File: src/rtl/bec_slave_if.sv
// BEC-side responder: operand capture, key streaming and result return.
// Sequences one BEC core run per slv_enable rising edge.
module bec_slave_if #(
  parameter int WIDTH    = 163,
  parameter int KEY_BITS = 163
) (
  input  logic             clk,
  input  logic             rst,
  input  logic             load_data,
  input  logic             trigLoad,
  input  logic [2:0]       load_status,
  input  logic [WIDTH-1:0] data_bus,
  input  logic             slv_enable,
  input  logic             ki,
  output logic             next_key,
  output logic [3:0]       bec_status,
  output logic             slv_done,
  output logic [WIDTH-1:0] result_bus,
  output logic             core_start,
  output logic [WIDTH-1:0] core_w1,
  output logic [WIDTH-1:0] core_z1,
  output logic [WIDTH-1:0] core_w2,
  output logic [WIDTH-1:0] core_z2,
  output logic [WIDTH-1:0] core_inv_w0,
  output logic [WIDTH-1:0] core_d,
  input  logic             core_key_req,
  output logic             core_key_bit,
  input  logic             core_done,
  input  logic [WIDTH-1:0] core_wout,
  input  logic [WIDTH-1:0] core_zout
);

  localparam int KW = $clog2(KEY_BITS + 1);

  localparam logic [3:0] ST_READY = 4'h8;
  localparam logic [3:0] ST_RUN   = 4'h1;
  localparam logic [3:0] ST_DONE  = 4'h4;
  localparam logic [3:0] ST_ERR   = 4'hE;

  typedef enum logic [1:0] {
    IDLE,
    RUN,
    DONE1,
    DONE2
  } state_t;

  state_t           state;
  logic [5:0]       loaded_mask;
  logic [KW-1:0]    key_cnt;
  logic             err;
  logic             slv_enable_q;
  logic [WIDTH-1:0] wout_r;
  logic [WIDTH-1:0] zout_r;

  logic             se_rise;
  logic             cap;
  logic [5:0]       sel;
  logic             key_left;

  assign se_rise  = slv_enable & ~slv_enable_q;
  assign cap      = (state == IDLE) & load_data & trigLoad
                  & (load_status <= 3'd5);
  assign key_left = (key_cnt < KW'(KEY_BITS));

  assign next_key     = (state == RUN) & core_key_req & key_left;
  assign core_key_bit = (state == RUN) & key_left & ki;

  // One-hot decode of the operand being written this cycle.
  always_comb begin
    sel = '0;
    if (cap) sel = 6'd1 << load_status;
  end

  // Operand registers, written only while idle.
  always_ff @(posedge clk or posedge rst) begin
    if (rst) begin
      core_w1     <= '0;
      core_z1     <= '0;
      core_w2     <= '0;
      core_z2     <= '0;
      core_inv_w0 <= '0;
      core_d      <= '0;
    end else begin
      if (sel[0]) core_w1     <= data_bus;
      if (sel[1]) core_z1     <= data_bus;
      if (sel[2]) core_w2     <= data_bus;
      if (sel[3]) core_z2     <= data_bus;
      if (sel[4]) core_inv_w0 <= data_bus;
      if (sel[5]) core_d      <= data_bus;
    end
  end

  // Edge detector for the start request.
  always_ff @(posedge clk or posedge rst) begin
    if (rst) slv_enable_q <= 1'b0;
    else     slv_enable_q <= slv_enable;
  end

  // Run sequencer with registered status and handshake outputs.
  always_ff @(posedge clk or posedge rst) begin
    if (rst) begin
      state       <= IDLE;
      bec_status  <= ST_READY;
      slv_done    <= 1'b0;
      core_start  <= 1'b0;
      result_bus  <= '0;
      loaded_mask <= '0;
      key_cnt     <= '0;
      err         <= 1'b0;
      wout_r      <= '0;
      zout_r      <= '0;
    end else begin
      core_start <= 1'b0;
      slv_done   <= 1'b0;
      unique case (state)
        IDLE: begin
          if (cap) begin
            loaded_mask <= loaded_mask | sel;
            err         <= 1'b0;
            bec_status  <= ST_READY;
          end
          if (se_rise) begin
            // The mask check uses the value before any same-cycle capture.
            if (loaded_mask == 6'h3F) begin
              state      <= RUN;
              core_start <= 1'b1;
              err        <= 1'b0;
              key_cnt    <= '0;
              result_bus <= '0;
              bec_status <= ST_RUN;
            end else begin
              err        <= 1'b1;
              bec_status <= ST_ERR;
            end
          end
        end
        RUN: begin
          if (next_key) key_cnt <= key_cnt + KW'(1);
          if (core_done) begin
            wout_r     <= core_wout;
            zout_r     <= core_zout;
            result_bus <= core_wout;
            slv_done   <= 1'b1;
            bec_status <= ST_DONE;
            state      <= DONE1;
          end
        end
        DONE1: begin
          result_bus <= zout_r;
          state      <= DONE2;
        end
        DONE2: begin
          loaded_mask <= '0;
          bec_status  <= err ? ST_ERR : ST_READY;
          state       <= IDLE;
        end
        default: state <= IDLE;
      endcase
    end
  end

endmodule
File: config.mk
export PLATFORM = sky130hd
export DESIGN_NAME = bec_slave_if
export DESIGN_NICKNAME = d
export VERILOG_FILES = /design/src/rtl/bec_slave_if.sv
export SDC_FILE = /design/constraint.sdc
export NUM_CORES = 2
export LEC_CHECK = 0
export BUFFER_PORTS_ARGS = -buffer_cell sky130_fd_sc_hd__buf_2
export CORE_AREA = 2 2 641 643
export DETAILED_ROUTE_END_ITERATION = 10
export DIE_AREA = 0 0 643 645
export PLACE_DENSITY_LB_ADDON = 0.15
export SETUP_SLACK_MARGIN = 0.15
export SLEW_MARGIN = 10
export SYNTH_ARGS = -nofsm -noshare
export SYNTH_HDL_FRONTEND = slang
export SYNTH_SLANG_ARGS = --single-unit
File: constraint.sdc
create_clock -name clk -period 50.2 [get_ports clk]
set_input_delay 10.04 -clock clk [delete_from_list [all_inputs] [get_ports clk]]
set_output_delay 10.04 -clock clk [all_outputs]
set_load 0.01 [all_outputs]
==> flow_summary.json <==
{
  "netlist_area_sq_um": 50990,
  "synth-edff-count": 0,
  "grt_max_degree": 84,
  "status": "complete, no violations",
  "htree_levels": 4,
  "gp_congestion": 0.8080,
  "max-slew-margin-rel_pct": 23.30,
  "drive_above_1_share_pct": 63.18,
  "syn-num-nets": 3631,
  "cp.required_ns": 40.16,
  "cts_hold_buf": 0,
  "clk_pin_slew_ns": 0.06,
  "start_util_pct": 12.49,
  "ant_nets": 0,
  "finalPower_uw": 4796,
  "grtUsageMet1_pct": 12.56,
  "hold_class": "reg -> reg",
  "fin_setup_tns_ns": 0,
  "vias_per_cell": 3.374,
  "synth_top_area_cell": "dfrtp_1",
  "hold_violations": 0,
  "track_usage_pct": 12.29,
  "cp_max_fo": 7,
  "r2r_slack_ns": 45.36,
  "start_kind": "input port",
  "use_met2_pct": 23.59,
  "yosys_warnings": 0,
  "crit_top_cell": "buf_2",
  "fmax_mhz": 47.07,
  "synthMostInstantiatedCell": "dfrtp_1",
  "rsz0062_at_grt": "no",
  "setup_viol": 0,
  "critPathCaptureType": "output pin",
  "met3_usage_pct": 4.173,
  "final.setup_skew_ns": 0.07800,
  "drc": 0,
  "cap_violations": 0,
  "rows": 235,
  "clock_latency_ns": 0.91,
  "total_leakage_power_uw": 0.03511,
  "synth_cell_type_count": 45,
  "firstDrtPassIters": 4,
  "clockBufferDepth": 4,
  "dieArea_sq_um": 414700,
  "ios": 1649,
  "ir_drop_uv": 44.14,
  "grt_pass1_vias": 37260,
  "fin_crit_ns": 21.24,
  "via_count": 35230,
  "ff2ff_path_depth": 7,
  "worst_slew_pin_slew_ns": 1.151,
  "die_w_um": 643,
  "synth-seq-area-share_pct": 65.18,
  "cp.arrival_ns": 11.20,
  "period_share_pct": 42.32,
  "top_usage_layer": "met2",
  "post_cts_buffers": 0,
  "antenna_found_initial": 161,
  "grt-ovfl-total": 0,
  "io_buffers": 1648,
  "totalWireLength_um": 264700,
  "numCtsBuffers": 176,
  "cp_slowest_cell": "nor2_1",
  "synthTopCellsByCount": "dfrtp_1, mux2_2, a22oi_1",
  "post_cts_resized": 0,
  "syn2layout_area_growth_pct": 40.33,
  "cts_tree": "built",
  "maxSlewViolCount": 0,
  "cts_root_buffer": "clkbuf_16",
  "powerDensity_nw_per_um2": 67.04,
  "syn_avg_cell_area_sq_um": 16.32,
  "yosys-top-cells-area": "dfrtp_1, mux2_2, o2bb2ai_1",
  "synth_top_cell_area_share_pct": 65.13,
  "clkSinkCount": 1328,
  "grt_first_pass_wirelength_um": 352000,
  "dpl.hpwl_um": 201200,
  "ys_async_sr_fraction_pct": 100.0,
  "final_core_util_pct": 17.53,
  "ys_seq_elements": 1328,
  "dieHeight_um": 645,
  "holdPathStages": 1,
  "worstPathCellList": "buf_2, nor3b_1, a22oi_1, nor2_1, buf_2",
  "drtIter0Drc": 1497,
  "wire_per_inst_um": 25.35,
  "coreArea_sq_um": 408100,
  "critical-path-max-stage-delay_ns": 0.32,
  "final_nets": 5316,
  "critPathKind": "in -> out",
  "synthFlopType": "dfrtp_1",
  "synth_cells": 3124
}
==> where the power goes <==
group / switching [uW] / total (uW) / internal (uW)
Clock: 531 / 1320 / 790
Sequential: 238 / 1780 / 1540
Combinational: 1010 / 1700 / 690
==> flip-flops by register name, indices dropped and copies added (netlist names) <==
| register | count |
|---|---|
| bec_status | 4 |
| core_start | 1 |
| zout_r | 163 |
| loaded_mask | 6 |
| core_inv_w0 | 163 |
| state | 2 |
| core_w1 | 163 |
| core_z2 | 163 |
| core_w2 | 163 |
| key_cnt | 8 |
| slv_done | 1 |
| err | 1 |
| core_z1 | 163 |
| slv_enable_q | 1 |
| result_bus | 163 |
| core_d | 163 |
==> through the flow <==
stage,cells,hold slack (ns),setup WS [ns],cell area (sq um)
global route,10430,0.4976,28.84,71510
finish,10440,0.4797,28.96,71550
CTS,10400,0.4822,28.90,71440
global placement,10080,0.4634,28.76,65450
detailed placement,10080,0.4684,28.91,65450
floorplan,3124,0.4560,2.726,50990
==> placed cells by master, fill, tap and decap left out, types with 28 or more instances in the layout <==
| cell | netlist | routed |
|---|---|---|
| a22oi_1 | 165 | 165 |
| buf_2 | 98 | 1648 |
| buf_4 | 11 | 60 |
| clkbuf_1 | 59 | 36 |
| clkbuf_16 | 0 | 180 |
| clkbuf_8 | 0 | 43 |
| clkinv_2 | 0 | 30 |
| dfrtp_1 | 1327 | 1327 |
| diode_2 | 0 | 42 |
| mux2_1 | 28 | 28 |
| mux2_2 | 1050 | 1050 |
| mux2_4 | 70 | 70 |
| o2bb2ai_1 | 164 | 164 |
==> layer usage <==
metal  vias up  wire [um]  share of wire, %
li1      14910          -                 -
met2      1294     144000                54
met5         -        642              0.24
met4       108       7287               2.8
met1     18460      93370                35
met3       459      19440               7.3
==> path summary, 6_finish.rpt <==
kind,from,end
max in group asynchronous,rst,result_bus[79]
min,core_z1[154],core_z1[154]
max,core_key_req,next_key
min reg2reg,core_z1[154],core_z1[154]
max reg2reg,state[1],zout_r[13]
min in group asynchronous,rst,core_z2[30]
==> cell type report <==
| type | count | area (sq um) |
|---|---|---|
| Antenna cell | 42 | 105.1 |
| Clock buffer | 259 | 5231 |
| Clock inverter | 59 | 757.0 |
| Fill cell | 45090 | 336600 |
| Inverter | 6 | 30.03 |
| Multi-Input combinational cell | 1588 | 16650 |
| Sequential cell | 1328 | 33230 |
| Tap cell | 5451 | 6820 |
| Timing Repair Buffer | 1709 | 8718 |
==> cell families after synthesis <==
kind of cell / synth area share, %
adder cells (fa/ha/maj): 0.1718
AND/OR/NAND/NOR: 0.6896
buffers and inverters: 2.339
AO/OA/AOI/OAI: 5.728
flip-flops: 65.18
multiplexers: 25.89
==> critical path: cells and delay by family <==
| kind | cells | cell delay, ns |
|---|---|---|
| buffers and inverters | 2 | 0.40 |
| and+or+nand+nor | 2 | 0.55 |
| AOI/OAI and AO/OA | 1 | 0.21 |
No activity file was read; power rests on OpenSTA's default activity.
